--- config.mk ---
export PLATFORM = sky130hd
export DESIGN_NAME = uart_transmitter
export DESIGN_NICKNAME = d
export VERILOG_FILES = /design/src/rtl/uart_transmitter.sv
export SDC_FILE = /design/constraint.sdc
export NUM_CORES = 1
export LEC_CHECK = 0
export BUFFER_PORTS_ARGS = -buffer_cell sky130_fd_sc_hd__buf_2
export CORE_UTILIZATION = 50
export DETAILED_ROUTE_END_ITERATION = 6
export GPL_TIMING_DRIVEN = 0
export PLACE_DENSITY = 0.67
export SLEW_MARGIN = 0
export SYNTH_ARGS = -nofsm -noshare
export SYNTH_HDL_FRONTEND = slang
export SYNTH_SLANG_ARGS = --single-unit
--- constraint.sdc ---
create_clock -name clk -period 2.55 [get_ports clk]
set_input_delay 0.255 -clock clk [delete_from_list [all_inputs] [get_ports clk]]
set_output_delay 0.255 -clock clk [all_outputs]
set_load 0.03 [all_outputs]
--- src/rtl/uart_transmitter.sv ---
// uart_transmitter
//   Transmit side of the CPU UART link. Bytes arrive over a valid/ready
//   handshake, are buffered in a small FIFO and are sent as 8N1 frames
//   (start bit, 8 data bits LSB first, stop bit) on serial_out. Each line
//   symbol lasts CLOCK_FREQ / BAUD_RATE clock cycles.
//
// Ports
//   clk            core clock, all state changes on the rising edge
//   rst            asynchronous, active-high reset
//   data_in        byte to transmit
//   data_in_valid  producer has a byte on data_in
//   data_in_ready  FIFO can accept a byte (transfer on valid && ready)
//   serial_out     registered TX line, idles high
//   tx_busy        frame in progress or bytes still buffered
//   fifo_count     bytes held in the FIFO (excludes the byte being shifted)
module uart_transmitter #(
  parameter int CLOCK_FREQ = 50_000_000,
  parameter int BAUD_RATE  = 115_200,
  parameter int FIFO_DEPTH = 4
) (
  input  logic                        clk,
  input  logic                        rst,
  input  logic [7:0]                  data_in,
  input  logic                        data_in_valid,
  output logic                        data_in_ready,
  output logic                        serial_out,
  output logic                        tx_busy,
  output logic [$clog2(FIFO_DEPTH):0] fifo_count
);

  localparam int SYMBOL_EDGE_TIME = CLOCK_FREQ / BAUD_RATE;
  localparam int BW = (SYMBOL_EDGE_TIME > 1) ? $clog2(SYMBOL_EDGE_TIME) : 1;
  localparam int PW = $clog2(FIFO_DEPTH);
  localparam int CW = PW + 1;

  localparam logic [BW-1:0] BAUD_LAST = BW'(SYMBOL_EDGE_TIME - 1);
  localparam logic [CW-1:0] DEPTH_C   = CW'(FIFO_DEPTH);

  typedef enum logic [1:0] {
    S_IDLE,
    S_START,
    S_DATA,
    S_STOP
  } state_e;

  // FIFO storage and bookkeeping
  logic [7:0]    mem_q [FIFO_DEPTH];
  logic [PW-1:0] wr_ptr_q;
  logic [PW-1:0] rd_ptr_q;
  logic [CW-1:0] count_q;
  logic [CW-1:0] count_d;

  // Serializer state
  state_e        state_q;
  logic [BW-1:0] baud_q;
  logic [2:0]    bit_q;
  logic [7:0]    shift_q;
  logic          tx_q;

  logic          push;
  logic          pop;
  logic          baud_last;
  logic          fifo_nonempty;
  logic [7:0]    fifo_head;

  assign baud_last     = (baud_q == BAUD_LAST);
  assign fifo_nonempty = (count_q != '0);
  assign fifo_head     = mem_q[rd_ptr_q];

  assign data_in_ready = (count_q < DEPTH_C);
  assign push          = data_in_valid && data_in_ready;

  // The shifter is loaded either from IDLE or at the end of a stop bit;
  // loading at the stop boundary keeps back-to-back frames gap-free.
  assign pop = fifo_nonempty &&
               ((state_q == S_IDLE) || ((state_q == S_STOP) && baud_last));

  assign serial_out = tx_q;
  assign tx_busy    = (state_q != S_IDLE) || fifo_nonempty;
  assign fifo_count = count_q;

  always_comb begin
    count_d = count_q;
    if (push && !pop) begin
      count_d = count_q + CW'(1);
    end else if (!push && pop) begin
      count_d = count_q - CW'(1);
    end
  end

  // Storage is not reset: the pointers and count define what is valid.
  always_ff @(posedge clk) begin
    if (push) begin
      mem_q[wr_ptr_q] <= data_in;
    end
  end

  always_ff @(posedge clk or posedge rst) begin
    if (rst) begin
      wr_ptr_q <= '0;
      rd_ptr_q <= '0;
      count_q  <= '0;
    end else begin
      if (push) begin
        wr_ptr_q <= wr_ptr_q + PW'(1);
      end
      if (pop) begin
        rd_ptr_q <= rd_ptr_q + PW'(1);
      end
      count_q <= count_d;
    end
  end

  always_ff @(posedge clk or posedge rst) begin
    if (rst) begin
      state_q <= S_IDLE;
      baud_q  <= '0;
      bit_q   <= '0;
      shift_q <= '0;
      tx_q    <= 1'b1;
    end else begin
      case (state_q)
        S_IDLE: begin
          baud_q <= '0;
          bit_q  <= '0;
          tx_q   <= 1'b1;
          if (fifo_nonempty) begin
            shift_q <= fifo_head;
            tx_q    <= 1'b0;
            state_q <= S_START;
          end
        end

        S_START: begin
          if (baud_last) begin
            baud_q  <= '0;
            bit_q   <= '0;
            tx_q    <= shift_q[0];
            shift_q <= {1'b0, shift_q[7:1]};
            state_q <= S_DATA;
          end else begin
            baud_q <= baud_q + BW'(1);
          end
        end

        // shift_q already holds the next bit in position 0, so the line is
        // driven straight from it at every symbol boundary.
        S_DATA: begin
          if (baud_last) begin
            baud_q <= '0;
            if (bit_q == 3'd7) begin
              tx_q    <= 1'b1;
              state_q <= S_STOP;
            end else begin
              tx_q    <= shift_q[0];
              shift_q <= {1'b0, shift_q[7:1]};
              bit_q   <= bit_q + 3'd1;
            end
          end else begin
            baud_q <= baud_q + BW'(1);
          end
        end

        S_STOP: begin
          if (baud_last) begin
            baud_q <= '0;
            if (fifo_nonempty) begin
              shift_q <= fifo_head;
              tx_q    <= 1'b0;
              state_q <= S_START;
            end else begin
              state_q <= S_IDLE;
            end
          end else begin
            baud_q <= baud_q + BW'(1);
          end
        end

        default: begin
          state_q <= S_IDLE;
          tx_q    <= 1'b1;
        end
      endcase
    end
  end

endmodule

# ---- Word-level counts from Yosys, hierarchy flattened
# Memory sizes are Yosys's and may differ from the RTL's.
# Index checks and enable logic that the tools add are counted.
# Widths: inputs -> output; s select.
dict set report totals {
  output_inout_bits 6
  ram_bits 32
  memories 1
  register_bits 30
  word_cells 77
}
# name depth width rd rd_ports_with_merged_regs write_ports line
set memory_table {}
lappend memory_table {mem_q 4 8 1 0 1 47} ;# logic [7:0] mem_q [FIFO_DEPTH];
dict set report op_classes {
  n_reduce_logical 19
  n_mux 30
  n_addsub 6
  order_cmp 1
  n_eq_ne 12
}
# operator count
set ops {}
lappend ops {{$mux 8} 5}
lappend ops {{$pmux 8 s4} 1}
lappend ops {{$pmux 9 s2} 1}
lappend ops {{$mux 3} 5}
lappend ops {{$ne 2x2->1 const B} 7}
lappend ops {{$reduce_and 4->1} 3}
lappend ops {{$mux 2} 5}
lappend ops {{$add 9x1->9 const B} 1}
lappend ops {{$eq 9x9->1 const B} 1}
lappend ops {{$mux 1} 9}
lappend ops {{$mux 9} 1}
lappend ops {{$pmux 3 s3} 1}
lappend ops {{$pmux 2 s4} 1}
lappend ops {{$add 3x1->3 const B} 2}
lappend ops {{$reduce_bool 3->1} 2}
lappend ops {{$logic_and 1x1->1} 5}
lappend ops {{$reduce_and 5->1} 1}
lappend ops {{$add 2x1->2 const B} 2}
lappend ops {{$eq 2x2->1 const B} 2}
lappend ops {{$pmux 1 s4} 1}
lappend ops {{$reduce_bool 2->1} 2}
lappend ops {{$eq 3x3->1 const B} 1}
lappend ops {{$lt 3x3->1 const B} 1}
lappend ops {{$reduce_or 3->1} 1}
lappend ops {{other kinds (5)} 7}

# ---- Longest topological paths before layout
dict set report depth {
  depth_word 7
  mapped_depth 11
}

# ---- Worst setup path before layout
# No wires, ideal clock.
dict set report synth_timing {
  path_kind {reg-to-reg}
  start {register baud_q[0]}
  end {register count_q[2], in the netlist fifo_count[2]}
  slack_ns 0.332
  t_required_ns 2.418
  arrival_ns 2.086
  setup_ns 0.132
  period_less_slack_ns 2.218
  path_stages_with_launch 11
  path_cell_list {dfrtp_1 > ha_1 > and4b_2 > a31oi_1 > or2_1 > ha_1 > inv_1 > fa_1 > xor2_1 > nor2_1 > xnor2_1}
}
dict set report synth_between {
  elab_chain_len 7
  elab_cells_between_ends 9
  cone_classes {eq/ne: 1; mux: 1; reduce/logical: 7}
}
# element line
set synth_rtl {}
lappend synth_rtl {{from (decl)} 55} ;# logic [BW-1:0] baud_q;
lappend synth_rtl {{from (signal assigned)} 142} ;# baud_q <= baud_q + BW'(1);
lappend synth_rtl {{from (signal assigned)} 160} ;# baud_q <= baud_q + BW'(1);
lappend synth_rtl {{from (signal assigned)} 175} ;# baud_q <= baud_q + BW'(1);
lappend synth_rtl {{$eq 9x9->1 (*)} 66} ;# assign baud_last = (baud_q == BAUD_LAST);
lappend synth_rtl {{$logic_and 1x1->1 (*)} 76} ;# ((state_q == S_IDLE) || ((state_q == S_STOP) && baud_last));
lappend synth_rtl {{$logic_or 1x1->1 (*)} 76}
lappend synth_rtl {{$logic_and 1x1->1 (*)} 75} ;# assign pop = fifo_nonempty &&
lappend synth_rtl {{$logic_not 1->1} 84} ;# if (push && !pop) begin
lappend synth_rtl {{$logic_and 1x1->1} 84}
lappend synth_rtl {{$mux 3 or $reduce_bool 2->1 (tied branches)} -}
lappend synth_rtl {{to (signal assigned)} 110} ;# count_q <= count_d;
lappend synth_rtl {{to (decl)} 50} ;# logic [CW-1:0] count_q;
# Every way passes the cells marked *; elsewhere a longest branch is shown, timed or not.
# A chain may end at the register's enable or synchronous reset.

# ---- Worst setup path after layout
dict set report layout_timing {
  start {register state_q[1]}
  end {register count_q[1], in the netlist fifo_count[1]}
}
dict set report layout_between {
  elab_chain_len 7
  elab_cells_between_ends 10
  cone_classes {eq/ne: 1; mux: 1; reduce/logical: 8}
}
# element line
set layout_rtl {}
lappend layout_rtl {{from (decl)} 54} ;# state_e state_q;
lappend layout_rtl {{from (signal assigned)} 116} ;# state_q <= S_IDLE;
lappend layout_rtl {{from (signal assigned)} 130} ;# state_q <= S_START;
lappend layout_rtl {{from (signal assigned)} 140} ;# state_q <= S_DATA;
lappend layout_rtl {{$eq 2x2->1} 76}
lappend layout_rtl {{$logic_and 1x1->1} 76}
lappend layout_rtl {{$logic_or 1x1->1 (*)} 76}
lappend layout_rtl {{$logic_and 1x1->1 (*)} 75}
lappend layout_rtl {{$logic_not 1->1 (*)} 84}
lappend layout_rtl {{$logic_and 1x1->1 (*)} 84}
lappend layout_rtl {{$mux 3 (*)} 84}
lappend layout_rtl {{via count_d[1]} 51} ;# logic [CW-1:0] count_d;
# Mark *: on every way through the listed nets, which the timed path passes. The rest lies on a longest branch.

==> flow_summary.ini <==
[cells_and_area]
final_core_util_pct = 59.4
area.sequential_sq_mm = 0.00171
final.fill_count = 449
layout.nets = 258
syn_to_final_growth_pct = 13.5
multi_input_area_sq_mm = 0.00112
drive_above_1_share_pct = 27.8
num_antenna_cells = 0

[min_path]
min-delay-path-class = in2reg
destination_of_the_worst_hold_path = mem_q[1][7]$_DFFE_PP_
hold_depth = 1
hp-start = data_in[7]

[clock_network]
h-tree-depth = 3
cts.hold.buffers_added = 0
clk_pin_slew_ns = 0.08
cts.sink_count = 62
cts_buffer_depth = 2
cts_tree = built
cts_inserted_buffers = 9
clock_insertion_delay_worst_skew_ns = 0.34
clockRootBuffer = sky130_fd_sc_hd__clkbuf_8

[die]
core_area_sq_mm = 0.00557
die_w_um = 78.4
placementRows = 27
floorplan.initialDensity_pct = 52.3
die_area_sq_mm = 0.00614
fp.dieH_um = 78.4
top_level_ports = 17

[drt]
post-route-drc-count = 0
antenna_left = 0
drt_pre_antenna_iters = 6
avgViaCountPerCell = 5.17
drt-initial-drc-count = 79
drt-wirelength-per-cell_um = 14.6
detailroute.via_count = 1596
drt_wl_total_um = 4520

[job]
max_cap_viol_count = 0

[grt]
grt_antenna_before_repair = 0
largest_net_degree_at_the_start_of_global_routing = 31
grt_util_met3_pct = 4.53
grtUsageTotal_pct = 17.7
grt.busiest_layer = met2
first_pass_grt_wire_length_um = 8030
global_route.usage.met2_pct = 27.0
overall_overflow_remaining_after_global_route = 0
gr-usage-met1_pct = 23.2
grt_pass1_vias = 1607

[critical_path]
worstReg2RegStart = state_q[1]$_DFFE_PP0P_
reg2regPathDepth = 7
crit_required_ns = 2.78
cp-startpoint = state_q[1]$_DFFE_PP0P_
endpoint_kind = register
start_kind = register
timing_worst_setup_path_type = reg2reg
worst_r2r_endpoint = fifo_count[1]$_DFFE_PP0P_
timing.reg2reg.setup_slack_ns = 0.16
critPathMaxFanout = 11
cp.arrival_ns = 2.61

[synthesis]
synthesis.instances = 205
netlist-cell-type-count = 44
yosysWarningCount = 0
synth_nets = 231
yosys_register_bits = 62
synth_area_sq_mm = 0.00292
synth_seq_area_share_pct = 58.7
synth.avg_cell_area_sq_um = 14.2

[run_status]
run_status = finished, final reports clean

[placement]
pre_cts_worst_setup_slack_ns = 0.0567
place.port_buffers = 16
detailedPlacementHpwl_um = 3070
place_congestion = 0.760

[timing]
setup-tns-final_ns = 0
slew-limit-headroom_pct = 23.6
hold_viol = 0
rsz0062_at_grt = no
final_min_period_over_clock_period_pct = 93.7
final_max_slew_viol_count = 0
finalSetupViolCount = 0
finalWorstSetupSlack_ns = 0.161
max_freq_mhz = 419
clock_skew_ns = 0.00728
period_needed_ns = 2.39
timing_worst_slew_pin_value_ns = 1.14

[power]
power.static_leakage_nw = 1.32
vdd_ir_drop_max_uv = 595
power_density_mw_per_mm2 = 1240
[through the flow]
stage / std cells / hold slack [ns] / area [sq um] / total power [mW]
after detailed placement: 293 / 0.474 / 3090 / 3.24
after CTS: 309 / 0.113 / 3290 / 4.13
after global placement: 293 / 0.472 / 3090 / 3.21
final: 309 / 0.128 / 3310 / 4.12
after floorplan: 205 / 0.345 / 2920 / 2.89
after global routing: 309 / 0.127 / 3310 / 4.41
[worst max path at each step]
stage	to	slack (ns)
floorplan	fifo_count[2]$_DFFE_PP0P_	0.33
global placement	fifo_count[1]$_DFFE_PP0P_	0.08
detailed placement	fifo_count[1]$_DFFE_PP0P_	0.06
CTS	fifo_count[1]$_DFFE_PP0P_	0.03
global route	fifo_count[2]$_DFFE_PP0P_	0.02
finish	fifo_count[1]$_DFFE_PP0P_	0.16
[synthesized netlist by cell type (all sizes together)]
master | count | area share, %
or2 | 2 | 0.43
dfstp | 1 | 0.90
and4bb | 1 | 0.43
nand3 | 3 | 0.51
o211ai | 1 | 0.26
mux4 | 8 | 6.2
dfrtp | 29 | 25
fa | 1 | 0.69
xor2 | 3 | 0.90
clkbuf | 4 | 0.51
a2bb2oi | 1 | 0.30
or2b | 1 | 0.30
or4bb | 1 | 0.39
edfxtp | 32 | 33
inv | 11 | 1.4
or3 | 1 | 0.39
a31oi | 1 | 0.21
nor3b | 2 | 0.51
nor3 | 3 | 0.86
o21ai | 22 | 5.2
ha | 14 | 6.0
and4b | 1 | 0.39
o41ai | 2 | 0.60
nand2b | 2 | 0.43
nor2b | 1 | 0.21
o22a | 1 | 0.30
xnor2 | 10 | 3.0
nand2 | 6 | 0.77
buf | 4 | 1.3
nand4 | 1 | 0.21
mux2 | 2 | 0.90
and2 | 5 | 1.1
nand3b | 1 | 0.69
o31ai | 2 | 0.51
nor2 | 14 | 1.8
a21oi | 3 | 0.90
mux2i | 7 | 2.4
a211o | 1 | 0.30
[worst max-delay path, cell delays in order (launching register included)]
cell and delay [ns]:
sky130_fd_sc_hd__dfrtp_1 0.42, sky130_fd_sc_hd__ha_1 0.45, sky130_fd_sc_hd__a31oi_4 0.16, sky130_fd_sc_hd__or2_1 0.29
sky130_fd_sc_hd__ha_1 0.21, sky130_fd_sc_hd__inv_1 0.07, sky130_fd_sc_hd__fa_1 0.41, sky130_fd_sc_hd__mux2_2 0.27
[cells in the final DEF, fill, tap and decap left out, types with 3 or more instances in the layout]
cell type,instances
sky130_fd_sc_hd__and2_1,5
sky130_fd_sc_hd__buf_2,17
sky130_fd_sc_hd__buf_6,3
sky130_fd_sc_hd__clkbuf_1,3
sky130_fd_sc_hd__clkbuf_8,9
sky130_fd_sc_hd__dfrtp_1,29
sky130_fd_sc_hd__edfxtp_1,32
sky130_fd_sc_hd__ha_1,14
sky130_fd_sc_hd__inv_1,11
sky130_fd_sc_hd__inv_6,3
sky130_fd_sc_hd__mux2i_1,7
sky130_fd_sc_hd__mux4_2,8
sky130_fd_sc_hd__nand2_1,6
sky130_fd_sc_hd__nand3_1,3
sky130_fd_sc_hd__nor2_1,14
sky130_fd_sc_hd__o21ai_0,13
sky130_fd_sc_hd__o21ai_2,8
sky130_fd_sc_hd__xnor2_1,10
sky130_fd_sc_hd__xor2_1,3
[registers in the layout (all words and copies together) (netlist names)]
register    count
wr_ptr_q        2
fifo_count      3
bit_q           3
state_q         2
mem_q          32
serial_out      1
rd_ptr_q        2
shift_q         8
baud_q          9
[routing by layer]
metal	vias up	wire length (um)
met5	-	0
li1	800	-
met3	6	108
met1	772	2190
met2	18	2150
met4	0	68
[what timing repair did]
action / 4_1_cts / 5_1_grt
setup endpoints to repair: 0 / 2
setup buffers: 0 / 1
resized for setup: 0 / 2
[layout make-up]
| type | instances | area share [%] |
|---|---|---|
| plain buffers | 7 | 1.51 |
| clock buffers | 9 | 3.74 |
| clock inverters | 7 | 2.46 |
| inverters | 11 | 1.25 |
| multi-input cells | 124 | 34.0 |
| flip-flops and latches | 62 | 51.7 |
| well taps | 72 | 2.72 |
| repair buffers | 17 | 2.64 |
[power breakdown]
group / total, mW / switching (mW) / internal (mW)
clock network: 0.883 / 0.419 / 0.464
logic: 1.75 / 0.949 / 0.798
registers: 1.48 / 0.160 / 1.32
total: 4.12 / 1.53 / 2.59
[kinds of logic (layout without fill, tap and decap cells)]
family	Yosys count	count (layout)	share of synthesized area [%]
mux	17	17	9.48
fa+ha+maj	15	15	6.69
compound gates	34	34	8.58
xor+xnor	13	13	3.90
buf+inv	19	51	3.26
simple gates	45	45	9.39
flops	62	62	58.7
Power figures use the tool's default switching activity.
